**src/rtl/smem_rsp_merger_if.sv**
```systemverilog
// rtl/smem_rsp_merger_if.sv - alloc, beat-in and merged-out channels of smem_rsp_merger
// Perf counter signals exist only when SMEM_RSP_MERGE_PERF_EN is defined.
interface smem_rsp_merger_if #(
  parameter int NUM_REQS       = 4,
  parameter int WORD_SIZE      = 4,
  parameter int CORE_TAG_WIDTH = 10,
  parameter int TAG_IDX_BITS   = 4
);
  localparam int DW = NUM_REQS * 8 * WORD_SIZE;
  localparam int CW = $clog2((1 << TAG_IDX_BITS) + 1);

  logic                      alloc_valid;
  logic [CORE_TAG_WIDTH-1:0] alloc_tag;
  logic [NUM_REQS-1:0]       alloc_mask;
  logic                      alloc_ready;

  logic                      rsp_in_valid;
  logic [NUM_REQS-1:0]       rsp_in_tmask;
  logic [DW-1:0]             rsp_in_data;
  logic [CORE_TAG_WIDTH-1:0] rsp_in_tag;
  logic                      rsp_in_ready;

  logic                      rsp_out_valid;
  logic [NUM_REQS-1:0]       rsp_out_tmask;
  logic [DW-1:0]             rsp_out_data;
  logic [CORE_TAG_WIDTH-1:0] rsp_out_tag;
  logic                      rsp_out_ready;

  logic [CW-1:0]             pending_count;
  logic                      err;
`ifdef SMEM_RSP_MERGE_PERF_EN
  logic [31:0]               perf_partial_beats;
  logic [31:0]               perf_merged_rsps;
  logic [31:0]               perf_out_stalls;
`endif

  modport master (
    output alloc_valid, alloc_tag, alloc_mask,
    input  alloc_ready,
    output rsp_in_valid, rsp_in_tmask, rsp_in_data, rsp_in_tag,
    input  rsp_in_ready,
    input  rsp_out_valid, rsp_out_tmask, rsp_out_data, rsp_out_tag,
    output rsp_out_ready,
`ifdef SMEM_RSP_MERGE_PERF_EN
    input  perf_partial_beats, perf_merged_rsps, perf_out_stalls,
`endif
    input  pending_count, err
  );

  modport slave (
    input  alloc_valid, alloc_tag, alloc_mask,
    output alloc_ready,
    input  rsp_in_valid, rsp_in_tmask, rsp_in_data, rsp_in_tag,
    output rsp_in_ready,
    output rsp_out_valid, rsp_out_tmask, rsp_out_data, rsp_out_tag,
    input  rsp_out_ready,
`ifdef SMEM_RSP_MERGE_PERF_EN
    output perf_partial_beats, perf_merged_rsps, perf_out_stalls,
`endif
    output pending_count, err
  );
endinterface

```
**src/rtl/smem_rsp_merger.sv**
```systemverilog
// rtl/smem_rsp_merger.sv - merges split shared-memory response beats into one response per tag
// Optional perf counters enabled by SMEM_RSP_MERGE_PERF_EN.
module smem_rsp_merger #(
  parameter int NUM_REQS       = 4,
  parameter int WORD_SIZE      = 4,
  parameter int CORE_TAG_WIDTH = 10,
  parameter int TAG_IDX_BITS   = 4
) (
  input  logic             clk,
  input  logic             reset,
  smem_rsp_merger_if.slave bus
);
  localparam int ENTRIES = 1 << TAG_IDX_BITS;
  localparam int LW      = 8 * WORD_SIZE;
  localparam int DW      = NUM_REQS * LW;
  localparam int CW      = $clog2(ENTRIES + 1);

  logic [ENTRIES-1:0]        r_busy;
  logic [NUM_REQS-1:0]       r_exp  [ENTRIES];
  logic [NUM_REQS-1:0]       r_rcv  [ENTRIES];
  logic [CORE_TAG_WIDTH-1:0] r_tag  [ENTRIES];
  logic [DW-1:0]             r_data [ENTRIES];

  logic                      r_out_valid;
  logic [NUM_REQS-1:0]       r_out_tmask;
  logic [DW-1:0]             r_out_data;
  logic [CORE_TAG_WIDTH-1:0] r_out_tag;
  logic [CW-1:0]             r_pending;
  logic                      r_err;

  logic [TAG_IDX_BITS-1:0]   w_aidx;
  logic [TAG_IDX_BITS-1:0]   w_ridx;
  logic                      w_alloc_ready;
  logic                      w_alloc_fire;
  logic                      w_in_ready;
  logic                      w_rsp_fire;
  logic                      w_rsp_bad;
  logic                      w_rsp_good;
  logic                      w_complete;
  logic [NUM_REQS-1:0]       w_merged_mask;
  logic [DW-1:0]             w_merged_data;

  assign w_aidx        = bus.alloc_tag[TAG_IDX_BITS-1:0];
  assign w_ridx        = bus.rsp_in_tag[TAG_IDX_BITS-1:0];
  assign w_alloc_ready = (bus.alloc_mask == '0) | ~r_busy[w_aidx];
  assign w_alloc_fire  = bus.alloc_valid & w_alloc_ready & (bus.alloc_mask != '0);
  assign w_in_ready    = ~r_out_valid | bus.rsp_out_ready;
  assign w_rsp_fire    = bus.rsp_in_valid & w_in_ready;

  // Any malformed beat is swallowed without touching the table.
  assign w_rsp_bad = w_rsp_fire & (~r_busy[w_ridx]
                                   | (bus.rsp_in_tmask == '0)
                                   | ((bus.rsp_in_tmask & r_rcv[w_ridx]) != '0)
                                   | ((bus.rsp_in_tmask & ~r_exp[w_ridx]) != '0)
                                   | (bus.rsp_in_tag != r_tag[w_ridx]));
  assign w_rsp_good    = w_rsp_fire & ~w_rsp_bad;
  assign w_merged_mask = r_rcv[w_ridx] | bus.rsp_in_tmask;
  assign w_complete    = w_rsp_good & (w_merged_mask == r_exp[w_ridx]);

  always_comb begin
    w_merged_data = r_data[w_ridx];
    for (int l = 0; l < NUM_REQS; l++) begin
      if (bus.rsp_in_tmask[l]) w_merged_data[l*LW +: LW] = bus.rsp_in_data[l*LW +: LW];
    end
  end

  always_ff @(posedge clk) begin
    if (reset) begin
      r_busy      <= '0;
      r_out_valid <= 1'b0;
      r_pending   <= '0;
      r_err       <= 1'b0;
    end else begin
      if (w_alloc_fire) r_busy[w_aidx] <= 1'b1;
      if (w_complete)   r_busy[w_ridx] <= 1'b0;
      if (w_rsp_bad)    r_err <= 1'b1;
      if (w_complete)              r_out_valid <= 1'b1;
      else if (bus.rsp_out_ready)  r_out_valid <= 1'b0;
      r_pending <= r_pending + CW'(w_alloc_fire) - CW'(w_complete);
    end
  end

  // Payload needs no reset: busy and output-valid gate every use of it.
  always_ff @(posedge clk) begin
    if (w_alloc_fire) begin
      r_exp[w_aidx] <= bus.alloc_mask;
      r_rcv[w_aidx] <= '0;
      r_tag[w_aidx] <= bus.alloc_tag;
    end
    if (w_rsp_good) begin
      r_rcv[w_ridx]  <= w_merged_mask;
      r_data[w_ridx] <= w_merged_data;
    end
    if (w_complete) begin
      r_out_tmask <= r_exp[w_ridx];
      r_out_data  <= w_merged_data;
      r_out_tag   <= r_tag[w_ridx];
    end
  end

`ifdef SMEM_RSP_MERGE_PERF_EN
  logic [31:0] r_perf_partial;
  logic [31:0] r_perf_merged;
  logic [31:0] r_perf_stalls;

  always_ff @(posedge clk) begin
    if (reset) begin
      r_perf_partial <= '0;
      r_perf_merged  <= '0;
      r_perf_stalls  <= '0;
    end else begin
      if (w_rsp_good & ~w_complete) r_perf_partial <= r_perf_partial + 32'd1;
      if (w_complete & (r_rcv[w_ridx] != '0)) r_perf_merged <= r_perf_merged + 32'd1;
      if (r_out_valid & ~bus.rsp_out_ready) r_perf_stalls <= r_perf_stalls + 32'd1;
    end
  end

  assign bus.perf_partial_beats = r_perf_partial;
  assign bus.perf_merged_rsps   = r_perf_merged;
  assign bus.perf_out_stalls    = r_perf_stalls;
`endif

  assign bus.alloc_ready   = w_alloc_ready;
  assign bus.rsp_in_ready  = w_in_ready;
  assign bus.rsp_out_valid = r_out_valid;
  assign bus.rsp_out_tmask = r_out_tmask;
  assign bus.rsp_out_data  = r_out_data;
  assign bus.rsp_out_tag   = r_out_tag;
  assign bus.pending_count = r_pending;
  assign bus.err           = r_err;
endmodule

```
**src/flat_wrapper.sv**
```systemverilog
// flat-port wrapper written by rule: the top's interface ports become plain ports
module smem_rsp_merger_flat 
#(
  parameter int NUM_REQS       = 4,
  parameter int WORD_SIZE      = 4,
  parameter int CORE_TAG_WIDTH = 10,
  parameter int TAG_IDX_BITS   = 4
)
  (clk, reset, bus_alloc_valid, bus_alloc_tag, bus_alloc_mask, bus_alloc_ready, bus_rsp_in_valid, bus_rsp_in_tmask, bus_rsp_in_data, bus_rsp_in_tag, bus_rsp_in_ready, bus_rsp_out_valid, bus_rsp_out_tmask, bus_rsp_out_data, bus_rsp_out_tag, bus_rsp_out_ready, bus_pending_count, bus_err);
  smem_rsp_merger_if #(.NUM_REQS(NUM_REQS), .WORD_SIZE(WORD_SIZE), .CORE_TAG_WIDTH(CORE_TAG_WIDTH), .TAG_IDX_BITS(TAG_IDX_BITS)) bus_i ();
  input  logic clk;
  input  logic reset;
  input wire logic [$bits(bus_i.alloc_valid)-1:0] bus_alloc_valid;
  input wire logic [$bits(bus_i.alloc_tag)-1:0] bus_alloc_tag;
  input wire logic [$bits(bus_i.alloc_mask)-1:0] bus_alloc_mask;
  output wire logic [$bits(bus_i.alloc_ready)-1:0] bus_alloc_ready;
  input wire logic [$bits(bus_i.rsp_in_valid)-1:0] bus_rsp_in_valid;
  input wire logic [$bits(bus_i.rsp_in_tmask)-1:0] bus_rsp_in_tmask;
  input wire logic [$bits(bus_i.rsp_in_data)-1:0] bus_rsp_in_data;
  input wire logic [$bits(bus_i.rsp_in_tag)-1:0] bus_rsp_in_tag;
  output wire logic [$bits(bus_i.rsp_in_ready)-1:0] bus_rsp_in_ready;
  output wire logic [$bits(bus_i.rsp_out_valid)-1:0] bus_rsp_out_valid;
  output wire logic [$bits(bus_i.rsp_out_tmask)-1:0] bus_rsp_out_tmask;
  output wire logic [$bits(bus_i.rsp_out_data)-1:0] bus_rsp_out_data;
  output wire logic [$bits(bus_i.rsp_out_tag)-1:0] bus_rsp_out_tag;
  input wire logic [$bits(bus_i.rsp_out_ready)-1:0] bus_rsp_out_ready;
  output wire logic [$bits(bus_i.pending_count)-1:0] bus_pending_count;
  output wire logic [$bits(bus_i.err)-1:0] bus_err;
  assign bus_i.alloc_valid = bus_alloc_valid;
  assign bus_i.alloc_tag = bus_alloc_tag;
  assign bus_i.alloc_mask = bus_alloc_mask;
  assign bus_alloc_ready = bus_i.alloc_ready;
  assign bus_i.rsp_in_valid = bus_rsp_in_valid;
  assign bus_i.rsp_in_tmask = bus_rsp_in_tmask;
  assign bus_i.rsp_in_data = bus_rsp_in_data;
  assign bus_i.rsp_in_tag = bus_rsp_in_tag;
  assign bus_rsp_in_ready = bus_i.rsp_in_ready;
  assign bus_rsp_out_valid = bus_i.rsp_out_valid;
  assign bus_rsp_out_tmask = bus_i.rsp_out_tmask;
  assign bus_rsp_out_data = bus_i.rsp_out_data;
  assign bus_rsp_out_tag = bus_i.rsp_out_tag;
  assign bus_i.rsp_out_ready = bus_rsp_out_ready;
  assign bus_pending_count = bus_i.pending_count;
  assign bus_err = bus_i.err;
  smem_rsp_merger #(.NUM_REQS(NUM_REQS), .WORD_SIZE(WORD_SIZE), .CORE_TAG_WIDTH(CORE_TAG_WIDTH), .TAG_IDX_BITS(TAG_IDX_BITS)) u_core (.clk(clk), .reset(reset), .bus(bus_i));
endmodule
```
**config.mk**
```make
export PLATFORM = sky130hd
export DESIGN_NAME = smem_rsp_merger_flat
export DESIGN_NICKNAME = d
export VERILOG_FILES = /design/src/rtl/smem_rsp_merger_if.sv /design/src/rtl/smem_rsp_merger.sv /design/src/flat_wrapper.sv
export SDC_FILE = /design/constraint.sdc
export NUM_CORES = 2
export LEC_CHECK = 0
export ABC_AREA = 1
export BUFFER_PORTS_ARGS = -buffer_cell sky130_fd_sc_hd__buf_2
export CAP_MARGIN = 20
export CORE_ASPECT_RATIO = 1.1
export CORE_MARGIN = 2
export CORE_UTILIZATION = 28
export CTS_BUF_LIST = sky130_fd_sc_hd__clkbuf_8
export CTS_CLUSTER_DIAMETER = 40
export DETAILED_ROUTE_END_ITERATION = 16
export GPL_TIMING_DRIVEN = 0
export PLACE_DENSITY_LB_ADDON = 0.3
export REMOVE_ABC_BUFFERS = 1
export SETUP_SLACK_MARGIN = 0.2
export SLEW_MARGIN = 5
export SYNTH_ARGS = -nofsm -noshare
export SYNTH_HDL_FRONTEND = slang
export SYNTH_SLANG_ARGS = --single-unit
```
**constraint.sdc**
```tcl
create_clock -name clk -period 14.6 [get_ports clk]
set_clock_uncertainty 0.05 [all_clocks]
set_input_delay 1.46 -clock clk [delete_from_list [all_inputs] [get_ports clk]]
set_output_delay 1.46 -clock clk [all_outputs]
set_load 0.01 [all_outputs]
```
# --- Word-level counts from Yosys, hierarchy flattened ---
# Memories as Yosys holds them, arrays and structs flattened.
# Cells that the tools add are included.
op_classes:
  n_bitwise: 23
  n_eq_ne: 2
  n_reduce_logical: 8
  n_mux: 21
  magnitude_cmp: 4
  add_sub_neg: 2
ops:
  columns: ["op", "count"]
  rows:
  - ["two-way mux 32 bit", 4]
  - ["two-way mux 16 bit", 3]
  - ["bitwise AND 16 bit", 1]
  - ["inverter 16 bit", 1]
  - ["OR 16 bit", 1]
  - ["nonzero test 4 bit", 3]
  - ["< comparator 4 x 5 -> 1 bit, second input constant", 2]
  - ["two-way mux 1 bit", 10]
  - ["!= test 10 bit", 1]
  - ["bitwise AND 4 bit", 2]
  - ["binary-select mux 1 bit (select 4 bit)", 2]
  - ["demux 1 bit (select 4 bit)", 2]
  - ["greater-or-equal comparator 4 x 1 -> 1 bit, second input constant", 2]
  - ["zero test 4 bit", 2]
  - ["bitwise AND 1 bit", 6]
  - ["OR 1 bit", 6]
  - ["adder 5 x 1 -> 5 bit", 1]
  - ["subtractor 5 x 1 -> 5 bit", 1]
  - ["== test 4 bit", 1]
  - ["inverter 1 bit", 4]
  - ["inverter 4 bit", 1]
  - ["OR 4 bit", 1]
  - ["logical AND 1 bit", 2]
  - ["nonzero test 2 bit", 1]
word_totals:
  ramBits: 2336
  out_inout_bits: 151
  regBits: 165
  memories: 4
  inputBits: 161
memory_table:
  columns: ["memory", "depth", "word_bits", "read_ports", "rd_clocked_by_memory_dff", "wr", "line", "text"]
  rows:
  - ["u_core.r_data", 16, 128, 1, 0, 1, "smem_rsp_merger.sv:22", "logic [DW-1:0] r_data [ENTRIES];"]
  - ["u_core.r_tag", 16, 10, 1, 0, 1, "smem_rsp_merger.sv:21", "logic [CORE_TAG_WIDTH-1:0] r_tag [ENTRIES];"]
  - ["u_core.r_exp", 16, 4, 1, 0, 1, "smem_rsp_merger.sv:19", "logic [NUM_REQS-1:0] r_exp [ENTRIES];"]
  - ["u_core.r_rcv", 16, 4, 1, 0, 2, "smem_rsp_merger.sv:20", "logic [NUM_REQS-1:0] r_rcv [ENTRIES];"]

# --- Depth between registers and ports, before layout ---
logic_depth:
  word_depth: 12
  ltp_mapped: 28

# --- Least setup slack after synthesis ---
# OpenSTA, ideal clock, no wires.
synth_timing:
  path_kind: "input port to flip-flop"
  from: "input port bus_rsp_in_tag[1]"
  to: "register u_core.r_pending[4], in the netlist u_core.bus.pending_count[4]"
  t_required_ps: 14428
  arrival_ps: 10743
  path_buffers: 3
  cell_stages: 25
  setup_time_ps: 122
  slack_ps: 3685
  path_cell_list: "buf_6 inv_4 clkbuf_1 nand2_1 nand3_1 nand2_1 nand2_1 nor2_1 nand2_1 nand2_1 a21oi_1 nand3_1 nor2_4 buf_12 nand3_1 nor2_1 ha_1 inv_1 ha_1 fa_1 nand2_1 nand2_1 a21oi_1 o21ai_0 a21oi_1"
synth_between:
  elab_chain_cells: 12
  word_cells_on_any_way: 23
synth_rtl:
  columns: ["item", "line", "text"]
  rows:
  - ["start: declaration", "flat_wrapper.sv:20", "input wire logic [$bits(bus_i.rsp_in_tag)-1:0] bus_rsp_in_tag;"]
  - ["branches (longest 10 deep; another with memory (16 x 4 bit))", null, null]
  - ["bitwise AND 1 bit (*)", "smem_rsp_merger.sv:58", "assign w_complete = w_rsp_good & (w_merged_mask == r_exp[w_ridx]);"]
  - ["net u_core.w_complete", "smem_rsp_merger.sv:39", "logic w_complete;"]
  - ["subtractor 5 x 1 -> 5 bit (*)", "smem_rsp_merger.sv:79", "r_pending <= r_pending + CW'(w_alloc_fire) - CW'(w_complete);"]
  - ["end signal: assignment", "smem_rsp_merger.sv:79", null]
  - ["end: declaration", "smem_rsp_merger.sv:28", "logic [CW-1:0] r_pending;"]
# Mark *: on every way through the listed nets, which the timed path passes. The select of a mux whose other input is x is not followed.
# A chain may end at the register's enable or synchronous reset.

# --- Final worst setup path ---
# Ends and elaborated chain as after synthesis.

==> flow_summary.json <==
{
  "synth_edf_count": 2478,
  "ys.flop_type": "edfxtp_1",
  "async_flop_share_pct": 0,
  "die_x_um": 556.3,
  "period_share_pct": 46.33,
  "crit_fanout": 70,
  "num-fill-cells": 32270,
  "wl_per_cell_um": 25.40,
  "path_common_cell": "nand2_1",
  "hp-class": "reg2reg",
  "synthCells": 6069,
  "grt_pass1_vias": 57650,
  "drc": 0,
  "status": "complete, no violations",
  "fp.coreArea_sq_mm": 0.3345,
  "fmax_mhz": 147.8,
  "syn_area_sq_mm": 0.09394,
  "rsz0062_at_grt": "no",
  "grt_usage_pct": 16.40,
  "rrSetupSlack_ns": 9.85,
  "grt_max_degree": 112,
  "max_slew_margin_pct": 22.09,
  "ys_ff_latch": 2501,
  "yosysUniqueCellTypes": 41,
  "cts_resized": 0,
  "num_rows": 223,
  "cp-end-kind": "flip-flop",
  "cts-buffers-inserted": 425,
  "worstSetupPathType": "in2reg",
  "vias": 56980,
  "p_int_mw": 11.54,
  "clkLatencyLatePin_ns": 1.08,
  "dp_cells": 10580,
  "drt_iter0_drc": 5455,
  "finalNetCount": 6827,
  "setup_viol": 0,
  "p_seq_share_pct": 53.3,
  "clk_pin_slew_ns": 0.06,
  "grt_overflow": 0,
  "drive_gt1_share_pct": 16.32,
  "cts_sinks": 2501,
  "leakage_nw": 37.33,
  "dieArea_sq_mm": 0.3402,
  "seq_area_sq_mm": 0.07487,
  "antenna_found_initial": 20,
  "clk_path_buf_depth": 4,
  "viasPerCell": 5.000,
  "cts_tree": "yes",
  "p_switching_mw": 3.491,
  "worst_slew_pin_slew_ns": 1.169,
  "slew_violations": 0,
  "power_frac_comb_pct": 5.6,
  "dr.pass1.iters": 6,
  "ant_nets": 0,
  "hold_buffers": 0,
  "yosysTopAreaCellShare_pct": 79.21,
  "root_buffer": "clkbuf_8",
  "synth-seq-area-share_pct": 79.70,
  "grt_pass1_wl_um": 407700,
  "post-cts-setup-buffers": 0,
  "worstPathRequired_ns": 15.54,
  "port_buffers": 311,
  "pwr-share-clk_pct": 41.2,
  "switching_share_pct": 23.22,
  "powerDensity_mw_per_mm2": 134.6,
  "min_period_ns": 6.764,
  "start_util_pct": 28.08,
  "synthTopCellsByArea": "edfxtp_1, a22oi_1, nand2_1",
  "postRouteWirelength_um": 289500,
  "final_util_pct": 33.38,
  "multi_input_area_sq_mm": 0.01706,
  "pin_count": 312,
  "crit_slowest_cell": "nor2_8",
  "die_y_um": 611.5,
  "syn_area_per_cell_sq_um": 15.48,
  "area_growth_pct": 18.86,
  "gp_routability_congestion": 0.7799,
  "start_kind": "input port",
  "worst_path_largest_cell_delay_ns": 0.69,
  "placed_cell_area_sq_mm": 0.1030,
  "ir_worst_vdd_mv": 0.07092,
  "stdcell_count": 11400,
  "finalHoldViolations": 0,
  "yosysTopAreaCell": "edfxtp_1",
  "layout_common_cells": "edfxtp_1, a22oi_1, nand2_1, a21oi_1, clkbuf_8",
  "finalSetupTns_ns": 0,
  "htree_levels": 5,
  "arrival_ns": 7.71,
  "maxCapViolCount": 0,
  "ys_warn_count": 0,
  "final_common_cell": "edfxtp_1",
  "place_hpwl_um": 154700,
  "final_area_sq_mm": 0.1117
}
## kinds of logic (layout without fill, tap and decap cells)
kind of cell / Yosys count / count (layout) / share of synthesized area [%]
AOI/OAI and AO/OA: 1719 / 1719 / 12.08
xor gates and xnor gates: 2 / 2 / 0.01865
adders and majority gates: 6 / 6 / 0.08790
buffers and inverters: 495 / 1428 / 2.202
DFF: 2501 / 2501 / 79.70
other: 0 / 6 / 0
and+or+nand+nor: 1346 / 1346 / 5.909
## final timing paths
check / end / from / cells after the start
worst max-delay path: u_core.bus.pending_count[4] / bus_rsp_in_tag[1] / 25
worst min-delay path: u_core.bus.err / u_core.bus.err / 2
worst max register to register: u_core.r_data[2][8] / u_core.r_exp[11][2] / 16
worst min register to register: u_core.bus.err / u_core.bus.err / 2
## critical path: cells and delay by family
kind	cells	cell delay (ns)
and+or+nand+nor	14	3.10
buffers and inverters	4	1.63
adders and majority gates	3	0.87
AOI/OAI and AO/OA	4	0.51
## routing by layer
metal  up-vias  part of all wire, %  global-route usage (%)
met3       430                  6.4                   2.505
met2      2270                   48                   27.14
li1      24910                    -                       -
met5         -                    0                       0
met4         0                  2.7                   5.231
met1     29380                   43                   22.02
## power by group through the flow
stage                     combinational [mW]  sequential [mW]  clock (mW)
final                                  0.836             8.01        6.19
after global routing                   0.911             8.00        6.65
after CTS                              0.819             8.01        6.33
after detailed placement               0.816             8.16           0
after global placement                 0.850             8.16           0
after floorplan                        0.450             8.16           0
## cell usage after synthesis, types with 7 or more instances
cell and number:
a211oi_1 63, o21ai_0 81, nand2_1 985, buf_1 32
nor4_1 67, inv_1 115, o21ai_1 10, edfxtp_1 2478
dfxtp_1 23, buf_4 15, nand3_1 35, nand4_1 17
buf_2 31, buf_6 7, nor2_2 11, a21oi_1 527
nor2_1 214, clkbuf_1 281, nand4_4 9, a22oi_1 1025
## through the flow
| stage | hold WS, ns | power (mW) | setup slack, ns |
|---|---|---|---|
| 6_report | 0.4103 | 15.03 | 7.836 |
| 5_1_grt | 0.4734 | 15.56 | 7.508 |
| 4_1_cts | 0.4149 | 15.16 | 7.972 |
| 3_5_place_dp | 0.3999 | 8.974 | 6.807 |
| 3_3_place_gp | 0.3962 | 9.013 | -35.25 |
| 2_1_floorplan | 0.4441 | 8.609 | -6.939 |
## final cells by class
| type | instances | area share, % |
|---|---|---|
| repair buffers | 536 | 4.750 |
| clock inverters | 342 | 2.186 |
| inverters | 123 | 0.5468 |
| well taps | 4387 | 4.916 |
| clock buffers | 427 | 5.263 |
| diodes | 6 | 0.01345 |
| flip-flops and latches | 2501 | 67.05 |
| multi-input cells | 3073 | 15.27 |
## flip-flops by register name (all words and copies together), names as in the netlist
| name | count |
|---|---|
| u_core.bus.rsp_out_tag | 10 |
| u_core.bus.err | 1 |
| u_core.bus.rsp_out_tmask | 4 |
| u_core.r_exp | 64 |
| u_core.r_tag | 160 |
| u_core.bus.pending_count | 5 |
| u_core.r_busy | 16 |
| u_core.bus.rsp_out_valid | 1 |
| u_core.r_rcv | 64 |
| u_core.bus.rsp_out_data | 128 |
| u_core.r_data | 2048 |
Note: power is estimated with default switching activity, not from simulation.
